**config.mk**
```make
export PLATFORM = sky130hd
export DESIGN_NAME = pipe_stage_reg
export DESIGN_NICKNAME = d
export VERILOG_FILES = /design/src/rtl/pipe_stage_reg.sv
export SDC_FILE = /design/constraint.sdc
export NUM_CORES = 1
export LEC_CHECK = 0
export ABC_AREA = 1
export CORE_AREA = 10 10 174 176
export CTS_CLUSTER_SIZE = 30
export DETAILED_ROUTE_END_ITERATION = 10
export DIE_AREA = 0 0 184 186
export HOLD_SLACK_MARGIN = 0.02
export SYNTH_ARGS = -nofsm -noshare
export SYNTH_HDL_FRONTEND = slang
export SYNTH_SLANG_ARGS = --single-unit
```
**constraint.sdc**
```tcl
create_clock -name clk -period 0.92 [get_ports clk]
set_input_delay 0.184 -clock clk [delete_from_list [all_inputs] [get_ports clk]]
set_output_delay 0.184 -clock clk [all_outputs]
set_load 0.005 [all_outputs]
```
**src/rtl/pipe_stage_reg.sv**
```systemverilog
// Pipeline stage register with flush-to-handler, stall bubble/hold and RI exception substitution.
// Optional statistics counters are enabled by defining PIPE_STAGE_STAT_EN.
module pipe_stage_reg #(
  parameter int unsigned PAYLOAD_W     = 128,
  parameter bit          HOLD_ON_STALL = 1'b0,
  parameter logic [31:0] HANDLER_PC    = 32'h0000_4180,
  parameter logic [4:0]  RI_CODE       = 5'd10
) (
  input  logic                 clk,
  input  logic                 reset,
  input  logic                 req,
  input  logic                 stall,
  input  logic                 in_valid,
  input  logic [31:0]          in_pc,
  input  logic [31:0]          in_instr,
  input  logic [PAYLOAD_W-1:0] in_payload,
  input  logic [4:0]           in_exc,
  input  logic                 in_ri,
  input  logic                 in_bd,
  output logic                 out_valid,
  output logic [31:0]          out_pc,
  output logic [31:0]          out_instr,
  output logic [PAYLOAD_W-1:0] out_payload,
  output logic [4:0]           out_exc,
  output logic                 out_bd,
  output logic [31:0]          stat_bubble,
  output logic [31:0]          stat_flush
);

  logic                 valid_q, valid_d;
  logic [31:0]          pc_q, pc_d;
  logic [31:0]          instr_q, instr_d;
  logic [PAYLOAD_W-1:0] payload_q, payload_d;
  logic [4:0]           exc_q, exc_d;
  logic                 bd_q, bd_d;

  always_comb begin
    valid_d   = valid_q;
    pc_d      = pc_q;
    instr_d   = instr_q;
    payload_d = payload_q;
    exc_d     = exc_q;
    bd_d      = bd_q;
    if (req) begin
      valid_d   = 1'b0;
      pc_d      = HANDLER_PC;
      instr_d   = '0;
      payload_d = '0;
      exc_d     = '0;
      bd_d      = 1'b0;
    end else if (stall) begin
      if (!HOLD_ON_STALL) begin
        // Bubble keeps PC and BD so a later exception can still form EPC.
        valid_d   = 1'b0;
        pc_d      = in_pc;
        instr_d   = '0;
        payload_d = '0;
        exc_d     = '0;
        bd_d      = in_bd;
      end
    end else begin
      valid_d   = in_valid;
      pc_d      = in_pc;
      payload_d = in_payload;
      bd_d      = in_bd;
      instr_d   = '0;
      exc_d     = '0;
      // Earlier-stage exception outranks RI; any exception squashes the instruction.
      if (in_valid) begin
        if (in_exc != 5'd0) begin
          exc_d = in_exc;
        end else if (in_ri) begin
          exc_d = RI_CODE;
        end else begin
          instr_d = in_instr;
        end
      end
    end
  end

  always_ff @(posedge clk) begin
    if (reset) begin
      valid_q   <= 1'b0;
      pc_q      <= '0;
      instr_q   <= '0;
      payload_q <= '0;
      exc_q     <= '0;
      bd_q      <= 1'b0;
    end else begin
      valid_q   <= valid_d;
      pc_q      <= pc_d;
      instr_q   <= instr_d;
      payload_q <= payload_d;
      exc_q     <= exc_d;
      bd_q      <= bd_d;
    end
  end

  assign out_valid   = valid_q;
  assign out_pc      = pc_q;
  assign out_instr   = instr_q;
  assign out_payload = payload_q;
  assign out_exc     = exc_q;
  assign out_bd      = bd_q;

`ifdef PIPE_STAGE_STAT_EN
  logic        bubble_ev, flush_ev;
  logic [31:0] bubble_cnt_q, flush_cnt_q;

  assign flush_ev  = req;
  assign bubble_ev = !req && ((stall && !HOLD_ON_STALL) || (!stall && !in_valid));

  always_ff @(posedge clk) begin
    if (reset) begin
      bubble_cnt_q <= '0;
      flush_cnt_q  <= '0;
    end else begin
      if (bubble_ev) bubble_cnt_q <= bubble_cnt_q + 32'd1;
      if (flush_ev)  flush_cnt_q  <= flush_cnt_q + 32'd1;
    end
  end

  assign stat_bubble = bubble_cnt_q;
  assign stat_flush  = flush_cnt_q;
`else
  assign stat_bubble = '0;
  assign stat_flush  = '0;
`endif

endmodule

```
==> impl_metrics.env, run 1 <==
export IMPL_num_vias=5239
export IMPL_arrival_ps=880
export IMPL_synthToLayoutAreaGrowth_pct=71.2
export IMPL_synthTopCellsByArea="dfxtp_1 62%, inv_1 12%, nor2_1 9.7%, buf_4 7.8%, nor3_2 4.7%"
export IMPL_crit_buf_inv=1
export IMPL_drt_first_pass_iters=4
export IMPL_status="finished, violations left"
export IMPL_ctsHtreeMaxLevel=4
export IMPL_synth_distinct_cells=19
export IMPL_io_pins=467
export IMPL_place_inst=1441
export IMPL_worstPathMaxFanout=1
export IMPL_crit_path_end_kind="output pin"
export IMPL_overflow=0
export IMPL_ys_flop_type="dfxtp_1"
export IMPL_die_y_um=186
export IMPL_hold_viol=0
export IMPL_finalCritPeriodShare=1.16
export IMPL_cts_hold_buf=0
export IMPL_setup_viol_count_final=199
export IMPL_critPathLaunchType="flop"
export IMPL_ir_worst_vdd_v=0.000964
export IMPL_fmax_ghz=0.938
export IMPL_synth_common_cells="200 x inv_1, 199 x dfxtp_1, 167 x nor2_1"
export IMPL_synth_compound_area_share=0.00155
export IMPL_finalPower_uw=18300
export IMPL_synthesis_area_sq_um=6460
export IMPL_p_leak_uw=0.00578
export IMPL_cp_slowest_cell="dfxtp_2"
export IMPL_crit_family="flip-flops"
export IMPL_synthAdderAreaFrac=0
export IMPL_place_gp_congestion=0.764
export IMPL_cts_path_max_buffers=2
export IMPL_syn_inst=697
export IMPL_synthMuxAreaShare=0
export IMPL_dieArea_sq_um=34200
export IMPL_rsz0062_at_grt="true"
export IMPL_required_ps=740
export IMPL_fin_ws_ps=-146
export IMPL_whs_ps=70.1
export IMPL_hp_class="in2reg"
export IMPL_first_global_vias=5649
export IMPL_fin_cells=1478
export IMPL_drt_initial_drc_count=121
export IMPL_yosys_register_bits=199
export IMPL_slew_viol_final=0
export IMPL_powerDensity_nw_per_um2=1650
export IMPL_cts_tree="built"
export IMPL_initial_utilization=0.242
export IMPL_wl_per_cell_um=16.1
export IMPL_clock_sinks=199
export IMPL_nets=1328
export IMPL_synth_most_common_cell="inv_1"
export IMPL_row_count=60
export IMPL_ys_seq_area_frac=0.617
export IMPL_totalWireLength_mm=23.8
export IMPL_crit_chain="buf_6"
export IMPL_fin_crit_ps=1070
export IMPL_core_sq_um=26700
export IMPL_grt_pass1_wl_mm=33.9
export IMPL_synth_warning_count=0
export IMPL_synth_edf_count=0
export IMPL_async_flop_share=0
export IMPL_numCtsBuffers=17
export IMPL_final_antenna_net_count=0
export IMPL_n_antenna_cell=0
export IMPL_syn_avg_cell_area_sq_um=9.26
export IMPL_grt_max_degree=32
export IMPL_utilization=0.414
export IMPL_io_buffers=402
export IMPL_drc_errors=0
export IMPL_synth_xor_xnor_area_share=0
export IMPL_root_buffer="clkbuf_16"
export IMPL_fillerInstances=2714
export IMPL_yosysTopAreaCell="dfxtp_1"
export IMPL_antenna_found_initial=1
export IMPL_drive_above_1_share=0.337
export IMPL_die_w_um=184
export IMPL_critPathKind="reg2out"
export IMPL_cp_slowest_stage_delay_ps=360
export IMPL_grt_usage=0.131
export IMPL_yosysTopAreaCellShare=0.617
export IMPL_max_cap_violations=0
export IMPL_violations="setup timing"
export IMPL_synth_top_family_by_area="buffers and inverters"
export IMPL_via_per_inst=3.54
export IMPL_clk_pin_slew_worst_paths_ps=80
export IMPL_post_dp_hpwl_mm=19.5
export IMPL_synthSimpleGateAreaFrac=0.155
==> cell usage in the layout, fill, tap and decap left out, types with 7 or more instances in the layout <==
master / synthesis / routed
buf_2: 4 / 122
buf_6: 15 / 78
clkdlybuf4s50_1: 0 / 196
nor2_1: 167 / 162
inv_1: 200 / 197
conb_1: 1 / 64
dfxtp_1: 199 / 122
clkinv_8: 0 / 7
dfxtp_2: 0 / 77
clkbuf_16: 0 / 18
nor3_2: 30 / 31
buf_12: 0 / 8
buf_4: 67 / 19
==> repair_timing <==
item / 4_1_cts / 5_1_grt
setup endpoints to repair: 362 / 231
pin swaps: 2 / 4
resized for setup: 881 / 105
gates cloned: 0 / 1
setup buffers: 3 / 1
==> kinds of logic (layout without fill, tap and decap cells) <==
logic type	Yosys count	after routing
buffers and inverters	287	664
AND/OR/NAND/NOR	208	208
flip-flops	199	199
other	1	64
AO/OA/AOI/OAI	2	2
==> routing by layer <==
metal | vias up | GRT usage | routed length, um | part of all wire
met3 | 12 | 0.0671 | 2770 | 0.12
met1 | 2289 | 0.129 | 8630 | 0.36
met2 | 281 | 0.242 | 12200 | 0.51
met5 | - | 0 | 13 | 0.00055
met4 | 2 | 0.0275 | 169 | 0.0071
li1 | 2655 | - | - | -
==> flip-flops by register name, indices dropped and copies added (netlist names) <==
register / cells
out_instr: 32
out_valid: 1
out_bd: 1
out_pc: 32
out_payload: 128
out_exc: 5
==> path summary, 6_finish.rpt <==
path,cells after the start,to,from
worst max-delay path,1,out_payload[18],out_payload[18]
worst min-delay path,3,out_exc[2],in_exc[2]
==> final cells by class <==
type / instances / area [sq um] / share of cell area
flip-flops and latches: 199 / 4080 / 0.369
repair buffers: 432 / 3870 / 0.350
multi-input cells: 274 / 1310 / 0.118
inverters: 200 / 751 / 0.0679
clock buffers: 18 / 439 / 0.0397
well taps: 341 / 427 / 0.0386
clock inverters: 14 / 176 / 0.0160
==> power breakdown <==
part | switching, uW | total (uW) | internal [uW]
clock | 3740 | 7500 | 3760
combinational | 697 | 1870 | 1170
sequential | 67.3 | 8900 | 8830
==> through the flow <==
| stage | cell area (sq um) | worst slack (ps) | setup TNS (ps) |
|---|---|---|---|
| 2_1_floorplan | 6690 | 25.1 | 0 |
| 3_3_place_gp | 10700 | -594 | -111050 |
| 3_5_place_dp | 10700 | -583 | -115890 |
| 4_1_cts | 10600 | -192 | -28380 |
| 5_1_grt | 11100 | -200 | -32020 |
| 6_report | 11100 | -146 | -21620 |
(Power assumes the default switching activity.)
==> run 2: changes to the inputs <==
--- a/config.mk
+++ b/config.mk
@@ -7,6 +7,7 @@
 export LEC_CHECK = 0
 export ABC_AREA = 1
 export CORE_AREA = 10 10 174 176
+export CTS_CLUSTER_DIAMETER = 200
 export CTS_CLUSTER_SIZE = 30
 export DETAILED_ROUTE_END_ITERATION = 10
 export DIE_AREA = 0 0 184 186
==> results of run 2 <==
Final layout, timing and power as in run 1 (identical DEF).
==> run 3: changes to the inputs <==
--- a/config.mk
+++ b/config.mk
@@ -12,6 +12,7 @@
 export DETAILED_ROUTE_END_ITERATION = 10
 export DIE_AREA = 0 0 184 186
 export HOLD_SLACK_MARGIN = 0.02
+export SLEW_MARGIN = 40
 export SYNTH_ARGS = -nofsm -noshare
 export SYNTH_HDL_FRONTEND = slang
 export SYNTH_SLANG_ARGS = --single-unit
==> results of run 3 <==
Final layout, timing and power as in run 1 (identical DEF).
